File: src/rtl/arb_mux_nto1_pkg.sv
// ---------------------------------------------------------------------------
// arb_mux_pkg
// Shared definitions for the N-to-1 arbitrated bus multiplexer:
//   ARB_DIRECT / ARB_RR : values of the 'mode' input
//   OH_MAX              : widest one-hot vector accepted by onehot2idx
//   onehot2idx()        : index of the set bit of a one-hot vector
// The output-stage record {valid, src, data} depends on the top-level
// parameters, so it is declared in the top module itself.
// ---------------------------------------------------------------------------
package arb_mux_pkg;

    localparam logic ARB_DIRECT = 1'b0;
    localparam logic ARB_RR     = 1'b1;

    localparam int OH_MAX = 256;

    // OR-reduction of the indices of all set bits; exact for one-hot input,
    // and zero for an all-zero vector.
    function automatic int unsigned onehot2idx(input logic [OH_MAX-1:0] oh);
        int unsigned idx;
        idx = 32'd0;
        for (int i = 0; i < OH_MAX; i++) begin
            idx = idx | (oh[i] ? unsigned'(i) : 32'd0);
        end
        return idx;
    endfunction

endpackage

File: src/rtl/arb_mux_nto1_rr_arbiter.sv
// ---------------------------------------------------------------------------
// rr_arbiter
// One-hot arbiter over N requesters.
//   RR_ARB_EN defined  : rotating priority; the search starts at an internal
//                        pointer that moves just past each winner.
//   RR_ARB_EN undefined: fixed priority, lowest index wins; no pointer and no
//                        clock/reset ports are built.
// Ports:
//   clk, rst_n : clock / async active-low reset (RR_ARB_EN only)
//   en         : grant permission; also the pointer update enable
//   req        : per-channel request
//   gnt        : one-hot grant, combinational, zero when en=0 or req=0
// ---------------------------------------------------------------------------
module rr_arbiter
    import arb_mux_pkg::*;
#(
    parameter  int N    = 8,
    localparam int SELW = $clog2(N)
) (
`ifdef RR_ARB_EN
    input  logic         clk,
    input  logic         rst_n,
`endif
    input  logic         en,
    input  logic [N-1:0] req,
    output logic [N-1:0] gnt
);

    logic [SELW-1:0] w_base;
    logic            w_found;

`ifdef RR_ARB_EN
    logic [SELW-1:0]   r_ptr;
    logic [OH_MAX-1:0] w_gnt_pad;
    logic [SELW-1:0]   w_idx;

    assign w_base    = r_ptr;
    assign w_gnt_pad = {{(OH_MAX-N){1'b0}}, gnt};
    assign w_idx     = SELW'(onehot2idx(w_gnt_pad));

    // Pointer moves one past the winner, wrapping at N-1 (N need not be 2^k)
    always_ff @(posedge clk or negedge rst_n) begin
        if (!rst_n) begin
            r_ptr <= '0;
        end else if (|gnt) begin
            r_ptr <= (int'(w_idx) == N-1) ? '0 : w_idx + 1'b1;
        end else begin
            r_ptr <= r_ptr;
        end
    end
`else
    assign w_base = '0;
`endif

    // Scan upward from the base index with wrap-around; first request wins
    always_comb begin
        int j;
        j       = 0;
        gnt     = '0;
        w_found = 1'b0;
        for (int k = 0; k < N; k++) begin
            j = (int'(w_base) + k) % N;
            if (en && !w_found && req[j]) begin
                gnt[j]  = 1'b1;
                w_found = 1'b1;
            end else begin
                w_found = w_found;
            end
        end
    end

endmodule

File: src/rtl/arb_mux_nto1.sv
// ---------------------------------------------------------------------------
// arb_mux_nto1
// N-to-1 bus multiplexer with a single registered output stage and a
// valid/ready handshake. One channel is consumed per accepted cycle and its
// word appears on the output one cycle later.
// Build option: RR_ARB_EN selects round-robin arbitration for mode=1;
// without it mode=1 is fixed priority (lowest index wins).
// Ports:
//   Clk, Reset_n : clock (rising edge) / async active-low reset
//   mode         : 0 = direct select by 'sel', 1 = arbitrated
//   sel          : channel index for mode=0 (values >= N grant nothing)
//   req          : per-channel request
//   din          : channel data, channel i at din[i*WIDTH +: WIDTH]
//   gnt          : one-hot combinational grant (channel consumed this cycle)
//   out_valid    : output register holds a word
//   out_data     : registered word
//   out_src      : channel index that produced out_data
//   out_ready    : downstream accepts when out_valid && out_ready
// ---------------------------------------------------------------------------
module arb_mux_nto1
    import arb_mux_pkg::*;
#(
    parameter  int WIDTH = 16,
    parameter  int N     = 8,
    localparam int SELW  = $clog2(N)
) (
    input  logic               Clk,
    input  logic               Reset_n,
    input  logic               mode,
    input  logic [SELW-1:0]    sel,
    input  logic [N-1:0]       req,
    input  logic [N*WIDTH-1:0] din,
    output logic [N-1:0]       gnt,
    output logic               out_valid,
    output logic [WIDTH-1:0]   out_data,
    output logic [SELW-1:0]    out_src,
    input  logic               out_ready
);

    typedef struct packed {
        logic             valid;
        logic [SELW-1:0]  src;
        logic [WIDTH-1:0] data;
    } out_stage_t;

    out_stage_t        r_stage;
    logic              w_ld;
    logic              w_sel_ok;
    logic              w_arb_en;
    logic              w_any;
    logic [N-1:0]      w_gnt_dir;
    logic [N-1:0]      w_gnt_arb;
    logic [N-1:0]      w_gnt;
    logic [OH_MAX-1:0] w_gnt_pad;
    logic [SELW-1:0]   w_win;

    // Reset_n is folded in so that gnt stays low while reset is asserted
    assign w_ld     = Reset_n && (!r_stage.valid || out_ready);
    assign w_sel_ok = (int'(sel) < N);
    assign w_arb_en = w_ld && (mode == ARB_RR);

    // Direct-select grant: only the addressed channel can be consumed
    always_comb begin
        w_gnt_dir = '0;
        if (w_ld && (mode == ARB_DIRECT) && w_sel_ok && req[sel]) begin
            w_gnt_dir[sel] = 1'b1;
        end else begin
            w_gnt_dir = '0;
        end
    end

    rr_arbiter #(.N(N)) u_arb (
`ifdef RR_ARB_EN
        .clk   (Clk),
        .rst_n (Reset_n),
`endif
        .en    (w_arb_en),
        .req   (req),
        .gnt   (w_gnt_arb)
    );

    assign w_gnt     = (mode == ARB_RR) ? w_gnt_arb : w_gnt_dir;
    assign w_any     = |w_gnt;
    assign w_gnt_pad = {{(OH_MAX-N){1'b0}}, w_gnt_arb};
    assign w_win     = (mode == ARB_RR) ? SELW'(onehot2idx(w_gnt_pad)) : sel;

    // Output stage: load on grant, empty on an idle load, hold while stalled
    always_ff @(posedge Clk or negedge Reset_n) begin
        if (!Reset_n) begin
            r_stage <= '0;
        end else if (w_ld) begin
            if (w_any) begin
                r_stage.valid <= 1'b1;
                r_stage.src   <= w_win;
                r_stage.data  <= din[w_win*WIDTH +: WIDTH];
            end else begin
                r_stage.valid <= 1'b0;
            end
        end else begin
            r_stage <= r_stage;
        end
    end

    assign gnt       = w_gnt;
    assign out_valid = r_stage.valid;
    assign out_data  = r_stage.data;
    assign out_src   = r_stage.src;

endmodule

File: config.mk
export PLATFORM = sky130hd
export DESIGN_NAME = arb_mux_nto1
export DESIGN_NICKNAME = d
export VERILOG_FILES = /design/src/rtl/arb_mux_nto1_pkg.sv /design/src/rtl/arb_mux_nto1_rr_arbiter.sv /design/src/rtl/arb_mux_nto1.sv
export SDC_FILE = /design/constraint.sdc
export NUM_CORES = 1
export LEC_CHECK = 0
export BUFFER_PORTS_ARGS = -buffer_cell sky130_fd_sc_hd__buf_2
export CORE_UTILIZATION = 43
export CTS_CLUSTER_DIAMETER = 50
export DETAILED_ROUTE_END_ITERATION = 7
export PLACE_DENSITY = 0.95
export SYNTH_ARGS = -nofsm -noshare
export SYNTH_HDL_FRONTEND = slang
export SYNTH_HIERARCHICAL = 1
export SYNTH_SLANG_ARGS = --single-unit
export TNS_END_PERCENT = 5
File: constraint.sdc
create_clock -name Clk -period 4.7 [get_ports Clk]
set_clock_uncertainty 0.2 [all_clocks]
set_input_delay 0.705 -clock Clk [delete_from_list [all_inputs] [get_ports Clk]]
set_output_delay 0.705 -clock Clk [all_outputs]
set_load 0.05 [all_outputs]
==> impl_metrics.toml, run 1 <==
[outcome]
status = "finished clean"

[flow_run]
maxCapViolCount = 0

[clocking]
ctsResizeCount = 0
clock-root-buffer = "clkbuf_8"
cts_buffer_depth = 2
clk_pin_slew_worst_paths_ns = 0.07
clock_latency_ns = 0.25
htreeDepth = 1
cts_hold_repair.buffers = 0
numCtsBuffers = 3
cts_sinks = 20
cts_tree = "yes"
cts_setup_buffers = 0

[worst_setup_path]
path_buf_inv = 2
r2r_slack_ns = 1.24
critPathMaxFanout = 18
slowest_stage = "a21o_1"
max_stage_delay_ns = 0.52
path_cells = "buf_2 > o21a_1 > and2_1 > nor4b_4 > and3_2 > nor4_2 > a21o_1 > buf_4 > nand2_1 > a32o_1 > o31ai_1"
arrival_ns = 3.53
critical_path.top_delay_family = "compound AO/OA/AOI/OAI gates"
crit_path_start_kind = "input pin"
worst-endpoint-required_ns = 4.64
worstSetupPathType = "input pin to flip-flop"
endpoint_kind = "flip-flop"

[yosys]
yosysSeqAreaShare = 0.235
yosys-top-cells-area = "dfrtp_1 (24%), a32o_1 (15%), mux2i_1 (15%)"
yosysWarnings = 6
synthesis.instances = 257
syn-num-nets = 400
synth_top_area_cell = "dfrtp_1"
netlist_area_um2 = 2130
ys_types = 36
syn_avg_cell_area_um2 = 8.27
async_flop_share = 1.00
synth.top_cell.area_share = 0.235
ys.flop_type = "dfrtp_1"
synth_edf_count = 0
ys_ff_latch = 20

[floorplanning]
pin_count = 171
start_util = 0.447
die-area_um2 = 5230
fp.dieW_um = 72.3
placementRows = 25
die_y_um = 72.3
core_area_um2 = 4750

[global_routing]
grt_max_degree = 38
overflow = 0
antenna_found_initial = 0
grt_usage = 0.274
grt_pass1_wl_um = 11400
grt_pass1_vias = 2491

[sta]
rsz0062_at_grt = "false"
final.period_utilization = 0.763
slew-limit-headroom = 0.370
finalHoldViolations = 0
worstMarginPinSlew_ns = 0.940
holdWs_ns = 0.255
max_freq_mhz = 279
setup_violations = 0
fin_setup_tns_ns = 0
final_max_slew_viol_count = 0
finalCriticalPeriod_ns = 3.59

[power]
ir_drop_mv = 0.181
power.density_nw_per_um2 = 296
cellLeakagePower_nw = 1.62

[layout]
layout_common_cells = "buf_2 (170), nand2_1 (82), mux2i_1 (32), a32o_1 (32), dfrtp_1 (20)"
layout_commonest_cell = "buf_2"
area_delta_synth_final_pct = 44.5
n_antenna_cell = 0
finalNonFillerCells = 482
finalNetCount = 559
drive_above_1_share = 0.470

[drt]
drtIter0Drc = 224
wl_per_cell_um = 15.4
antenna_left = 0
drc_errors = 0
wl_um = 7420
vias_per_cell = 5.63
first_pass_iters = 4
dr_total_vias = 2713

[placement]
port_buffers = 170
place.gp.congestion = 0.948
placedCellCount = 478
hpwlAfterDp_um = 6000

[hold_path]
hp-class = "input pin to asynchronous set/reset pin"
[where the power goes]
group          internal, mW  switching (mW)
Combinational         0.168           0.356
Clock                0.0744          0.0541
Sequential            0.225          0.0309
[registers in the layout, indices dropped and copies added (netlist names)]
name and flops:
out_data 16, out_src 3, out_valid 1
[kinds of logic (layout without fill, tap and decap cells)]
group	after synthesis	after routing	share of synthesized area
AND/OR/NAND/NOR	112	112	0.250
AO/OA/AOI/OAI	64	64	0.269
multiplexers	37	37	0.188
buffers and inverters	24	182	0.0583
flip-flops	20	20	0.235
[synth_stat cells (all sizes together) (4+ instances only)]
master and instances:
nand2 82, a32o 32, mux2i 32, dfrtp 20, o31ai 16, buf 14
clkbuf 9, a22o 8, nor2 6, and2 4, nor4 4
[per-layer routing]
| layer | GRT usage | routed length (µm) | part of all wire | up-vias |
|---|---|---|---|---|
| met5 | 0 | 0 | 0 | - |
| met4 | 0.0632 | 112 | 0.015 | 0 |
| li1 | - | - | - | 1286 |
| met3 | 0.0431 | 495 | 0.067 | 16 |
| met1 | 0.343 | 2920 | 0.39 | 1248 |
| met2 | 0.494 | 3890 | 0.52 | 163 |
[worst register-to-register path, delay by kind of cell, from the launching register on]
| kind | cells | cell delay, ns |
|---|---|---|
| buf+inv | 2 | 0.37 |
| compound gates | 4 | 1.29 |
| simple gates | 5 | 1.14 |
| flops | 1 | 0.35 |
[per-stage QoR]
step           setup slack, ns  total power [mW]  utilization  instance area, µm²
3_5_place_dp             0.867             0.780        0.634                3020
6_report                  1.11             0.908        0.646                3070
4_1_cts                   1.16             0.912        0.646                3070
5_1_grt                  0.939             0.956        0.646                3070
2_1_floorplan             1.33             0.615            -                2130
3_3_place_gp              1.04             0.766        0.634                3020
[final timing paths]
path,end,from,cells past startpoint
min in group Clk,out_data[13],out_data[13],2
hold reg to reg,out_data[13],out_data[13],2
setup reg to reg,out_data[14],out_valid,11
hold / removal,out_data[6],Reset_n,2
setup / recovery,out_data[14],out_ready,11
max in group asynchronous,out_data[13],Reset_n,2
[final cells by class]
cell class                      count  area, µm²
Sequential cell                    20        500
Inverter                            1       3.75
Timing Repair Buffer              177        916
Clock buffer                        4       55.1
Fill cell                         400       1680
Tap cell                           67       83.8
Multi-Input combinational cell    213       1510
Note: power is estimated with default switching activity, not from simulation.
==> inputs of run 2 (changes only) <==
CORE_UTILIZATION = 40   (was 43)
PLACE_DENSITY = 0.9   (was 0.95)
clock period = 3.3 ns   (was 4.7 ns; I/O delays follow)
==> run 2 against run 1 <==
Net effect: global-route usage shrank 2.7 points; combinational power grew 44%; register-to-register slack lost 0.99 ns; sequential power grew 41%; first-iteration DRC count shrank 2.2%; sequential share of layout area shrank 0.31 points; flip-flop and latch count is the same; via count shrank 1.4%; routed wire length grew 0.23%; cell count grew 1.7%; non-clock buffer count grew 5; utilization shrank 3.3 points; largest power group unchanged.
==> impl_metrics.toml, run 2 (synthesized netlist as in run 1, its figures left out) <==
[global_routing]
grt_pass1_wl_um = 10600
antenna_found_initial = 0
grt_pass1_vias = 2318
grt_usage = 0.247
overflow = 0
grt_max_degree = 41

[clocking]
numCtsBuffers = 3
clock_latency_ns = 0.25
clk_pin_slew_worst_paths_ns = 0.09
cts_buffer_depth = 2
clock-root-buffer = "clkbuf_8"
cts_sinks = 20
cts_tree = "yes"
htreeDepth = 1

[placement]
port_buffers = 170
placed_area_um2 = 3060
hpwlAfterDp_um = 5940
placedCellCount = 486
place.gp.congestion = 0.928

[layout]
finalNetCount = 564
n_antenna_cell = 0
largest_register_ffs = 16
finalNonFillerCells = 490
drive_above_1_share = 0.479
layout_commonest_cell = "buf_2"
n_fill_cell = 462
layout_common_cells = "buf_2 (170), nand2_1 (82), mux2i_1 (32), a32o_1 (32), dfrtp_1 (20)"
area_delta_synth_final_pct = 47.3
design_area_um2 = 3130

[worst_setup_path]
worst-endpoint-required_ns = 3.22
endpoint_kind = "flip-flop"
worstSetupPathType = "flip-flop to flip-flop"
crit_path_start_kind = "flip-flop"
critPathMaxFanout = 16
r2r_cells = 10
arrival_ns = 2.97

[sta]
final_max_slew_viol_count = 0
holdWs_ns = 0.0293
slew-limit-headroom = 0.526
finalCriticalPeriod_ns = 3.05
setup_violations = 0
max_freq_mhz = 327
final.period_utilization = 0.926
worstMarginPinSlew_ns = 0.710
finalHoldViolations = 0
rsz0062_at_grt = "true"

[flow_run]
maxCapViolCount = 0

[power]
cellLeakagePower_nw = 1.66
power.density_nw_per_um2 = 435
ir_drop_mv = 0.288

[floorplanning]
fp.dieW_um = 74.9
start_util = 0.416
pin_count = 171
core_area_um2 = 5110
die_y_um = 74.9
placementRows = 26
die-area_um2 = 5610

[drt]
dr_total_vias = 2676
drc_errors = 0
first_pass_iters = 5
drtIter0Drc = 219
vias_per_cell = 5.46
antenna_left = 0
wl_per_cell_um = 15.2
wl_um = 7440

[hold_path]
hp-class = "input pin to asynchronous set/reset pin"

[outcome]
status = "finished clean"
[run 2: cell count changes in the layout (fill, tap and decap cells not counted)]
cell | previous run | this run
clkbuf_8 | 4 | 3
nor2_1 | 6 | 5
bufinv_16 | 0 | 1
buf_4 | 6 | 11
nor2_2 | 0 | 1
[run 2: stage by stage]
step	power, mW	setup TNS (ns)	setup slack, ns	utilization
finish	1.36	0	0.245	0.613
global route	1.43	-0.000702	-0.000702	0.613
CTS	1.37	0	0.143	0.613
detailed placement	1.12	-0.668	-0.0597	0.599
global placement	1.10	0	0.0739	0.599
floorplan	0.876	0	0.138	-
[run 2: worst max-delay path, stage by stage, from the launching register on]
cell     delay, ns
dfrtp_1       0.37
inv_1         0.07
o21a_1        0.14
and2_1        0.14
nor4b_4       0.27
and4b_1       0.31
nor4_1        0.07
a21oi_1       0.34
and2_1        0.64
a32o_1        0.29
o31ai_1       0.07
[run 2: path summary, 6_finish.rpt]
kind,from,to,slack (ns)
min,Reset_n,out_data[0],0.03
min in group Clk,out_src[1],out_src[1],0.28
max in group asynchronous,Reset_n,out_valid,2.65
max reg2reg,out_valid,out_data[2],0.25
max,out_valid,out_data[2],0.25
min reg2reg,out_src[1],out_src[1],0.28
[run 2: layout make-up]
cell class	instances	area [µm²]	share of cell area
Timing Repair Buffer	182	953	0.304
Tap cell	70	87.6	0.0280
Clock buffer	3	41.3	0.0132
Inverter	1	3.75	0.00120
Multi-Input combinational cell	213	1520	0.484
Sequential cell	20	500	0.160
Clock inverter	1	30.0	0.00959
[run 2: per-layer routing]
layer  track usage  part of all wire  vias to the layer above
li1              -                 -                     1304
met1         0.311              0.39                     1226
met2         0.437              0.52                      131
met3        0.0469             0.067                       15
met4        0.0587             0.018                        0
met5             0                 0                        -
[run 2: report_power, final]
part | switching (mW) | internal [mW] | total, mW
sequential | 0.0416 | 0.320 | 0.361
combinational | 0.509 | 0.245 | 0.754
clock | 0.0842 | 0.162 | 0.246
[run 2: timing repair]
item | in CTS | in global routing
setup endpoints to repair | 0 | 16
buffers inserted | 0 | 0
resized for setup | 0 | 1
hold buffers | 0 | 0
==> inputs of run 3 (changes only) <==
MAX_ROUTING_LAYER = met4   (was unset)
==> run 3 against run 2 <==
Net effect: first-iteration DRC count decreased by 16%; largest cell class unchanged; cell count unchanged; largest power group unchanged; clock-buffer cell count stayed put; critical path depth did not move; maximum frequency barely moved; utilization down 0.34 points.
==> impl_metrics.toml, run 3 (synthesized netlist as in run 1, its figures left out) <==
[power]
switching_share = 0.492
seq_power_share = 0.283
ir_drop_mv = 0.257
switching_power_mw = 0.627
clkPwrFrac = 0.124
combPwrFrac = 0.594
power.density_nw_per_um2 = 409
internal_power_mw = 0.647
cellLeakagePower_nw = 1.65

[clocking]
clk_pin_slew_worst_paths_ns = 0.07
cts_hold_repair.buffers = 0
clock-root-buffer = "clkbuf_8"
numCtsBuffers = 3
cts_sinks = 20
cts_setup_buffers = 0
htreeDepth = 1
cts_tree = "yes"
cts_buffer_depth = 2
clock_latency_ns = 0.25

[sta]
fin_ws_ns = 0.243
holdWs_ns = 0.0397
finalHoldViolations = 0
rsz0062_at_grt = "false"
setup_violations = 0
finalCriticalPeriod_ns = 3.06
final.period_utilization = 0.926
final_max_slew_viol_count = 0
max_freq_mhz = 327
slew-limit-headroom = 0.504
worstMarginPinSlew_ns = 0.743

[floorplanning]
pin_count = 171
fp.dieW_um = 74.9
die-area_um2 = 5610
start_util = 0.416
placementRows = 26
core_area_um2 = 5110
die_y_um = 74.9

[layout]
area_delta_synth_final_pct = 46.5
n_antenna_cell = 0
layout_commonest_cell = "buf_2"
drive_above_1_share = 0.483
finalNonFillerCells = 490
layout_common_cells = "buf_2 (170), nand2_1 (82), mux2i_1 (32), a32o_1 (32), dfrtp_1 (20)"
design_area_um2 = 3110
finalNetCount = 565
largest_register_ffs = 16

[worst_setup_path]
arrival_ns = 2.98
worstSetupPathType = "flip-flop to flip-flop"
worst-endpoint-required_ns = 3.22
r2r_slack_ns = 0.24
crit_path_start_kind = "flip-flop"
reg2reg_to = "out_data[4]"
r2r_cells = 10
crit_start = "out_valid"
r2r_start = "out_valid"
endpoint_kind = "flip-flop"
crit_path_end = "out_data[4]"
critPathMaxFanout = 16

[placement]
hpwlAfterDp_um = 5940
placedCellCount = 487
port_buffers = 170
place.gp.congestion = 0.978
placed_area_um2 = 3070
dp_slack_ns = -0.0884

[global_routing]
grt_max_degree = 41
grt_usage = 0.262
grt_pass1_vias = 2448
overflow = 0
antenna_found_initial = 0
grt_pass1_wl_um = 10900

[drt]
drtIter0Drc = 184
drc_errors = 0
wl_per_cell_um = 15.2
antenna_left = 0
vias_per_cell = 5.56
dr_total_vias = 2725
wl_um = 7440
first_pass_iters = 5

[hold_path]
hp-class = "input pin to asynchronous set/reset pin"

[flow_run]
maxCapViolCount = 0

[outcome]
status = "finished clean"
-- run 3: cell types whose count changed in the layout (fill, tap and decap cells not counted), sizes merged --
cell,delta
bufinv,-1
buf,+1
-- run 3: power by group through the flow --
stage               Combinational [mW]  Sequential, mW  Clock, mW
global placement                 0.743           0.360          0
detailed placement               0.754           0.363          0
floorplan                        0.247           0.628          0
CTS                              0.755           0.360      0.162
global route                     0.804           0.369      0.168
finish                           0.756           0.360      0.157
-- run 3: per-stage QoR --
step           total power, mW   util  setup TNS [ns]
3_3_place_gp              1.10  0.600        -0.00276
3_5_place_dp              1.12  0.600          -0.476
5_1_grt                   1.34  0.610               0
4_1_cts                   1.28  0.608               0
6_report                  1.27  0.610               0
2_1_floorplan            0.876      -               0
-- run 3: how the worst min path moves through the flow --
stage / start / end / depth (start not counted)
detailed placement: out_data[12] / out_data[12] / 2
global placement: out_data[2] / out_data[2] / 2
finish: Reset_n / out_data[1] / 2
floorplan: Reset_n / out_data[0] / 0
global route: Reset_n / out_data[1] / 2
CTS: Reset_n / out_data[1] / 2
-- run 3: worst max-delay path, cell delays in order, from the launching register on --
cell	delay (ns)
dfrtp_1	0.37
inv_1	0.07
o21a_1	0.14
and2_1	0.14
nor4b_4	0.27
and3_2	0.28
nor4_1	0.06
a21oi_1	0.34
and2_1	0.67
a32o_1	0.29
o31ai_1	0.07
-- run 3: repair_timing --
item	CTS	global route
gates resized for setup	0	3
endpoints found under the hold margin	0	0
endpoints found under the setup margin	0	7
-- run 3: cell type report --
| class | count | area, µm² |
|---|---|---|
| fill | 447 | 1990 |
| timing repair buffer | 183 | 961 |
| inverter | 1 | 3.75 |
| clock buffer | 3 | 41.3 |
| sequential | 20 | 500 |
| tap | 70 | 87.6 |
| multi-input combinational | 213 | 1520 |
-- run 3: layer usage --
layer  vias to the layer above  wire, µm  global-route usage  part of all wire
met2                       150      3860               0.454              0.52
met1                      1263      3070               0.324              0.41
met4                         0        97              0.0587             0.013
met3                        10       416              0.0361             0.056
li1                       1302         -                   -                 -
met5                         -         0                   -                 0
